## src/rtl/fpu_classify_pipe.sv

```systemverilog
// fpu_classify_pipe: one-stage registered unpack of IEEE operands into sign/exponent/significand
// plus a RISC-V fclass mask per operand, with valid/ready handshake and a sticky invalid flag.
module fpu_classify_pipe #(
  parameter int EXP_W   = 8,
  parameter int MAN_W   = 23,
  parameter int NUM_OPS = 3
) (
  input  logic                               clk,
  input  logic                               rst,
  input  logic                               in_valid,
  output logic                               in_ready,
  input  logic [NUM_OPS*(1+EXP_W+MAN_W)-1:0] in_ops,
  input  logic [NUM_OPS-1:0]                 in_op_en,
  output logic                               out_valid,
  input  logic                               out_ready,
  output logic [NUM_OPS-1:0]                 out_sign,
  output logic [NUM_OPS*EXP_W-1:0]           out_exp,
  output logic [NUM_OPS*(MAN_W+1)-1:0]       out_sig,
  output logic [NUM_OPS*10-1:0]              out_class,
  output logic                               out_snan_any,
  input  logic                               clear_nv,
  output logic                               nv_sticky
);

  localparam int W     = 1 + EXP_W + MAN_W;
  localparam int SIG_W = MAN_W + 1;

  localparam int CLS_NEG_INF  = 0;
  localparam int CLS_NEG_NORM = 1;
  localparam int CLS_NEG_SUB  = 2;
  localparam int CLS_NEG_ZERO = 3;
  localparam int CLS_POS_ZERO = 4;
  localparam int CLS_POS_SUB  = 5;
  localparam int CLS_POS_NORM = 6;
  localparam int CLS_POS_INF  = 7;
  localparam int CLS_SNAN     = 8;
  localparam int CLS_QNAN     = 9;

  // One-hot fclass mask; the fraction MSB is the quiet bit, and NaN bits ignore the sign.
  function automatic logic [9:0] fclass_mask(input logic             sign,
                                             input logic [EXP_W-1:0] exp_f,
                                             input logic [MAN_W-1:0] frac);
    logic [9:0] mask;
    logic       exp_zero;
    logic       exp_ones;
    logic       frac_zero;
    mask      = 10'd0;
    exp_zero  = (exp_f == {EXP_W{1'b0}});
    exp_ones  = (exp_f == {EXP_W{1'b1}});
    frac_zero = (frac == {MAN_W{1'b0}});
    if (exp_ones) begin
      if (frac_zero) begin
        if (sign) mask[CLS_NEG_INF] = 1'b1;
        else      mask[CLS_POS_INF] = 1'b1;
      end else if (frac[MAN_W-1]) begin
        mask[CLS_QNAN] = 1'b1;
      end else begin
        mask[CLS_SNAN] = 1'b1;
      end
    end else if (exp_zero) begin
      if (frac_zero) begin
        if (sign) mask[CLS_NEG_ZERO] = 1'b1;
        else      mask[CLS_POS_ZERO] = 1'b1;
      end else begin
        if (sign) mask[CLS_NEG_SUB] = 1'b1;
        else      mask[CLS_POS_SUB] = 1'b1;
      end
    end else begin
      if (sign) mask[CLS_NEG_NORM] = 1'b1;
      else      mask[CLS_POS_NORM] = 1'b1;
    end
    return mask;
  endfunction

  // Significand with the hidden bit restored for every nonzero exponent.
  function automatic logic [SIG_W-1:0] full_sig(input logic [EXP_W-1:0] exp_f,
                                                input logic [MAN_W-1:0] frac);
    return {(exp_f != {EXP_W{1'b0}}), frac};
  endfunction

  logic [NUM_OPS-1:0]       sign_s;
  logic [NUM_OPS*EXP_W-1:0] exp_s;
  logic [NUM_OPS*SIG_W-1:0] sig_s;
  logic [NUM_OPS*10-1:0]    class_s;
  logic                     snan_s;
  logic                     accept_s;

  logic                     out_valid_r;
  logic [NUM_OPS-1:0]       sign_r;
  logic [NUM_OPS*EXP_W-1:0] exp_r;
  logic [NUM_OPS*SIG_W-1:0] sig_r;
  logic [NUM_OPS*10-1:0]    class_r;
  logic                     snan_r;
  logic                     nv_r;

  assign in_ready = !out_valid_r || out_ready;
  assign accept_s = in_valid && in_ready;

  // Unpack and classify every operand; disabled lanes are forced to zero.
  always_comb begin
    sign_s  = {NUM_OPS{1'b0}};
    exp_s   = {(NUM_OPS*EXP_W){1'b0}};
    sig_s   = {(NUM_OPS*SIG_W){1'b0}};
    class_s = {(NUM_OPS*10){1'b0}};
    snan_s  = 1'b0;
    for (int i = 0; i < NUM_OPS; i++) begin
      if (in_op_en[i]) begin
        sign_s[i]                 = in_ops[i*W + W - 1];
        exp_s[i*EXP_W +: EXP_W]   = in_ops[i*W + MAN_W +: EXP_W];
        sig_s[i*SIG_W +: SIG_W]   = full_sig(in_ops[i*W + MAN_W +: EXP_W], in_ops[i*W +: MAN_W]);
        class_s[i*10 +: 10]       = fclass_mask(in_ops[i*W + W - 1],
                                                in_ops[i*W + MAN_W +: EXP_W],
                                                in_ops[i*W +: MAN_W]);
      end else begin
        sign_s[i]                 = 1'b0;
        exp_s[i*EXP_W +: EXP_W]   = {EXP_W{1'b0}};
        sig_s[i*SIG_W +: SIG_W]   = {SIG_W{1'b0}};
        class_s[i*10 +: 10]       = 10'd0;
      end
    end
    // Disabled lanes carry a zero mask, so a plain OR covers only enabled operands.
    for (int i = 0; i < NUM_OPS; i++) begin
      snan_s = snan_s | class_s[i*10 + CLS_SNAN];
    end
  end

  // Output stage: load on acceptance, hold otherwise; valid drops once drained.
  always_ff @(posedge clk) begin
    if (rst) begin
      out_valid_r <= 1'b0;
      sign_r      <= {NUM_OPS{1'b0}};
      exp_r       <= {(NUM_OPS*EXP_W){1'b0}};
      sig_r       <= {(NUM_OPS*SIG_W){1'b0}};
      class_r     <= {(NUM_OPS*10){1'b0}};
      snan_r      <= 1'b0;
    end else if (accept_s) begin
      out_valid_r <= 1'b1;
      sign_r      <= sign_s;
      exp_r       <= exp_s;
      sig_r       <= sig_s;
      class_r     <= class_s;
      snan_r      <= snan_s;
    end else if (out_ready) begin
      out_valid_r <= 1'b0;
    end else begin
      out_valid_r <= out_valid_r;
    end
  end

  // Sticky invalid flag; a setting acceptance takes priority over clear_nv.
  always_ff @(posedge clk) begin
    if (rst) begin
      nv_r <= 1'b0;
    end else if (accept_s && snan_s) begin
      nv_r <= 1'b1;
    end else if (clear_nv) begin
      nv_r <= 1'b0;
    end else begin
      nv_r <= nv_r;
    end
  end

  assign out_valid    = out_valid_r;
  assign out_sign     = sign_r;
  assign out_exp      = exp_r;
  assign out_sig      = sig_r;
  assign out_class    = class_r;
  assign out_snan_any = snan_r;
  assign nv_sticky    = nv_r;

endmodule

```

## config.mk

```make
export PLATFORM = sky130hd
export DESIGN_NAME = fpu_classify_pipe
export DESIGN_NICKNAME = d
export VERILOG_FILES = /design/src/rtl/fpu_classify_pipe.sv
export SDC_FILE = /design/constraint.sdc
export NUM_CORES = 1
export LEC_CHECK = 0
export CORE_MARGIN = 2
export CORE_UTILIZATION = 41
export DETAILED_ROUTE_END_ITERATION = 16
export GPL_ROUTABILITY_DRIVEN = 0
export PLACE_DENSITY_LB_ADDON = 0.2
export SYNTH_ARGS = -nofsm -noshare
export SYNTH_HDL_FRONTEND = slang
export SYNTH_SLANG_ARGS = --single-unit
```

## constraint.sdc

```tcl
create_clock -name clk -period 1.9 [get_ports clk]
set_input_delay 0.285 -clock clk [delete_from_list [all_inputs] [get_ports clk]]
set_output_delay 0.285 -clock clk [all_outputs]
set_load 0.02 [all_outputs]
```

==> results.cfg <==
[logic_synthesis]
syn_avg_cell_area_sq_um = 8.00
ys_seq_area_share_pct = 51.9
yosysWarnings = 0
ys_async_sr_fraction_pct = 0
netlist_instances = 636
netlist_area_sq_um = 5090
synth-seq-cells = 132
syn-num-nets = 740
synth_edf_count = 0
synthFlopType = dfxtp_1
ys_types = 33

[die]
num_rows = 40
core_sq_um = 12100
die_h_microns = 115
die_x_microns = 115
start_util_pct = 42.2
dieArea_sq_um = 13300
ios = 237

[sta]
slew_viol_final = 0
finalHoldViolCount = 0
layout_setup_ws_ps = 86.2
setup_tns_ps = 0
min_period_over_period_pct = 95.5
fin_skew_ps = 9.00
clock.fmax_mhz = 551
tightest_slew_ps = 458
period_needed_ps = 1810
rsz0062_at_grt = false
setup_viol = 0
slew_headroom_pct = 69.4

[setup_path]
timing.rr.start = out_valid
cp_top_family = buffers and inverters
cp_common_cell = clkdlybuf4s50_1
r2r_cells = 7
critPathBufInv = 2
cp.depth = 3
rrSetupSlack_ps = 350
crit_type = input pin to output port
endpoint_kind = output port
critical_path.endpoint = in_ready
cp_max_fo = 3
path_cells = clkdlybuf4s50_1, nand2b_1, clkdlybuf4s50_1
r2r_end = out_sig[63]
cpMaxStageDelayCell = clkdlybuf4s50_1
cp-start-kind = input pin
crit_required_ps = 1620
startpoint = out_ready
critPathMaxStageDelay_ps = 630
cp.arrival_ps = 1530

[hold_path]
min_path_type = input pin to register

[place]
placed_cell_area_sq_um = 7950
dp_cells = 1039
post-place-ws_ps = -269
dp_hpwl_microns = 12700
portBuffers = 236

[pwr]
netSwitchingPower_mw = 1.67
power.share.switching_pct = 24.1
power.internal_mw = 5.26
combPwrFrac_pct = 14.8
clock_power_share_pct = 43.2
seqPwrFrac_pct = 42.0
p_per_area_nw_per_um2 = 816
ir_drop_mv = 0.488
leakage_nw = 2.97

[drt]
drtIter0Drc = 445
drc = 0
ant_nets = 0
drt-pass1-iter-count = 4
post_drt_wl_per_cell_microns = 16.2
routed_wl_microns = 17300
via_per_inst = 5.29
vias = 5660

[global_routing]
first_global_vias = 5512
grt_pass1_wl_microns = 26700
antenna_found_initial = 0
grt_max_degree = 46
gr-total-overflow = 0
grt.total_usage_pct = 25.7

[cts]
clock_latency_ps = 420
cts_max_level = 4
clk_path_buf_depth = 2
cts.repair.resized = 0
cts.sinks = 132
ctsHoldBuffers = 0
cts_buffers = 17
clk_pin_slew_ps = 50
cts_setup_buffers = 0
cts_tree = done
ctsRootBufferMaster = clkbuf_16

[layout]
fin_area_sq_um = 8490
layout_common_cells = clkdlybuf4s50_1 (235), dfxtp_1 (132), nand2_1 (119), a21oi_1 (110), nand3_1 (101)
insertedDiodeCount = 0
final_core_util_pct = 70.4
nNetsFinal = 994
final_cells = 1070
layout_commonest_cell = clkdlybuf4s50_1
drive_gt1_share_pct = 9.53
syn_to_final_growth_pct = 66.8

[outcome]
outcome = finished clean

[run]
maxCapViolCount = 0
per-layer routing:
metal  vias up  share of wire [%]  wire length [microns]  track usage (%)
li1       2751                  -                      -                -
met1      2654                 42                   7230             30.9
met2       222                 47                   8080             40.9
met3        33                9.1                   1570             9.15
met4         0                2.6                    459             12.3
met5         -                  0                      0                0
worst register-to-register path, delay by kind of cell, from the launching register on:
| kind | cells | cell delay [ps] |
|---|---|---|
| buffers and inverters | 3 | 640 |
| DFF | 1 | 320 |
| and+or+nand+nor | 3 | 300 |
| AOI/OAI and AO/OA | 1 | 190 |
registers in the layout, summed over array words and instances (netlist names):
register      cells
out_class        30
out_exp          24
out_sig          72
out_sign          3
nv_sticky         1
out_valid         1
out_snan_any      1
logic make-up (layout without fill, tap and decap cells):
group / count (synthesis) / after routing / share of synthesized area [%]
buffers and inverters: 58 / 324 / 4.77
flip-flops: 132 / 132 / 51.9
AO/OA/AOI/OAI: 136 / 136 / 15.1
AND/OR/NAND/NOR: 310 / 310 / 28.2
worst min path at each step:
| stage | start | end | slack, ps | cells after the start |
|---|---|---|---|---|
| after floorplan | in_valid | out_valid | 410 | 2 |
| after global placement | out_sig[7] | out_sig[7] | 440 | 2 |
| after detailed placement | out_exp[22] | out_exp[22] | 440 | 2 |
| after CTS | rst | out_class[14] | 300 | 2 |
| after global routing | rst | out_class[14] | 310 | 2 |
| final | rst | out_class[14] | 310 | 2 |
power by group through the flow:
stage	Clock [mW]	Sequential, mW	Combinational [mW]
final	2.99	2.91	1.03
after global routing	3.18	2.92	1.09
after CTS	3.04	2.91	1.02
after detailed placement	0	2.97	1.02
after global placement	0	2.96	1.00
after floorplan	0	3.08	0.295
stage by stage:
step | hold slack (ps) | power [mW]
after floorplan | 414 | 3.37
after global placement | 437 | 3.97
after detailed placement | 443 | 3.98
after CTS | 296 | 6.97
after global routing | 313 | 7.19
final | 309 | 6.93
cells in the mapped netlist (all sizes together), types with 2 or more instances:
| cell type | n | share of area, % |
|---|---|---|
| or2 | 2 | 0.25 |
| nand4 | 12 | 1.5 |
| nand3 | 101 | 9.9 |
| inv | 4 | 0.29 |
| dfxtp | 132 | 52 |
| buf | 24 | 2.3 |
| nor4 | 21 | 2.8 |
| nor2 | 34 | 2.5 |
| nor3 | 9 | 0.88 |
| nand3b | 2 | 0.29 |
| o41a | 3 | 0.69 |
| a21oi | 110 | 11 |
| nand2 | 120 | 8.8 |
| nor3b | 2 | 0.29 |
| a32oi | 6 | 1.0 |
| o31a | 2 | 0.34 |
| clkbuf | 30 | 2.2 |
| a22oi | 11 | 1.6 |
area by class of cell:
cell class / instances / area [sq um]
fillers: 951 / 3570
repair buffers: 289 / 2870
flip-flops and latches: 132 / 2640
multi-input cells: 446 / 2210
clock buffers: 26 / 489
well taps: 168 / 210
clock inverters: 5 / 50.0
inverters: 4 / 15.0
No activity file was read; power rests on OpenSTA's default activity.
==> patch (config.mk and constraints unchanged) <==
Change the parameter `MAN_W` from 23 to 46.
--- a/src/rtl/fpu_classify_pipe.sv
+++ b/src/rtl/fpu_classify_pipe.sv
@@ -2,7 +2,7 @@
 // plus a RISC-V fclass mask per operand, with valid/ready handshake and a sticky invalid flag.
 module fpu_classify_pipe #(
   parameter int EXP_W   = 8,
-  parameter int MAN_W   = 23,
+  parameter int MAN_W   = 46,
   parameter int NUM_OPS = 3
 ) (
   input  logic                               clk,
Interface: changed (resized in_ops and out_sig); port bits go from 237 to 375. The function was not compared with the original's and may differ.
==> patch against the unedited design <==
- total power up 51%
- wire length up 65%
- synthesized area up 54%
- combinational power up 65%
- setup slack worse by 0.015 ns
- cell area up 55%
- cell count up 52%
- sequential cell count up 69
- critical path type is now register to primary output
- largest cell class unchanged
==> patch: results (changes against the unedited design) <==
* Vias in the first global route at 8,379 (+52%)
* First-pass GRT wire length at 44,120 µm (+65%)
* HPWL Detailed at 21,160 µm (+66%)
* Ys flop type: dfxtp_1
* Commonest cells in the netlist: 201 x dfxtp_1, 183 x a21oi_1, 181 x nand2_1
* Largest net degree at the start of global routing at 57 (+24%)
* DR pass1 iterations at 5 (+1)
* Slowest stage delay, CP at 0.71 ns (+0.08 ns)
* TritonCTS buffer count at 22 (+5)
* Yosys cell types at 33 (unchanged)
* Bufs on Longest Clock Path at 3 (+1)
* Number of fill cells at 1,526 (+60%)
* # nets final at 1,550 (+56%)
* GRT Total Usage at 27.09% (+1.4 points)
* Drt total wl at 28,580 µm (+65%)
* VDD IR-drop max at 0.6844 mV (+40%)
* Share of cells above drive strength 1 at 11.21% (+1.7 points)
* Pleak at 0.004707 µW (+58%)
* Crit-path max FO at 2 (-1)
* Slew headroom at 68.57% (-0.87 points)
* Syn Nets at 1,131 (+53%)
* Htree depth at 1 (-3)
* Post_cts resized at 1 (+1)
* DR iter-0 viols at 403 (-9.4%)
* Sequential fraction of the synthesis area at 51.45% (-0.47 points)
* Area contributors post-synth: dfxtp_1 51%, a21oi_1 12%, nand3_1 11%
* Family with the most delay on the worst path: buffers and inverters
* Clk_lat worst skew at 0.50 ns (+0.08 ns)
* Max FFs per register at 141 (+96%)
* Status: completed
* Setup Skew at 0.01122 ns (+0.002211 ns)
-- patch: cell count changes in the layout (fill, tap and decap cells not counted), sizes merged, moves of 5 or more --
cell,delta
clkbuf,+5
nand2,+61
buf,+53
dfxtp,+69
nand4,+6
clkdlybuf4s50,+134
a21oi,+73
nand3,+67
nand2b,+7
nor4,+18
-- patch: area by class of cell --
type	instances	area, µm²	share of cell area (%)
timing repair buffer	477	4740	36.02
clock inverter	7	85.08	0.6466
sequential	201	4024	30.58
inverter	4	15.01	0.1141
multi-input combinational	671	3347	25.43
clock buffer	31	655.6	4.982
tap	234	292.8	2.225
-- patch: logic make-up (layout without fill, tap and decap cells) --
| family | count (synthesis) | after routing | share of synthesized area (%) |
|---|---|---|---|
| buffers and inverters | 86 | 519 | 5.887 |
| DFF | 201 | 201 | 51.45 |
| and+or+nand+nor | 464 | 464 | 28.43 |
| AOI/OAI and AO/OA | 207 | 207 | 14.24 |
-- patch: per-stage QoR --
stage          hold slack (ns)  cell area (µm²)  instances  worst slack [ns]  setup TNS [ns]
6_report                0.1629            13160       1625           0.07086               0
5_1_grt                 0.1637            13160       1625           0.01360               0
4_1_cts                 0.1534            13160       1625           0.04058               0
3_5_place_dp            0.4421            12420       1587           -0.2637          -5.132
3_3_place_gp            0.4370            12420       1587           -0.3106          -5.805
2_1_floorplan           0.4145             7821        958            0.4182               0
-- patch: path summary, 6_finish.rpt --
check / start / end / slack [ns] / depth (start not counted)
worst max-delay path: out_class[17] / out_class[17] / 0.07 / 1
worst min-delay path: rst / out_sign[1] / 0.16 / 2
worst max register to register: out_valid / out_sig[19] / 0.40 / 7
worst min register to register: out_sig[4] / out_sig[4] / 0.45 / 2
-- patch: power by group through the flow --
stage	clock network (µW)	registers [µW]	logic, µW
final	4340	4440	1700
after global routing	4590	4450	1820
after CTS	4420	4440	1700
after detailed placement	0	4530	1690
after global placement	0	4520	1690
after floorplan	0	4710	490
-- patch: routing by layer --
metal	up-vias	wire, µm	track usage [%]	share of wire (%)
met3	60	2689	8.580	9.4
met1	4036	10770	30.66	38
met4	0	956	9.000	3.3
met5	-	0	0	0
met2	331	14160	48.28	50
li1	4207	-	-	-
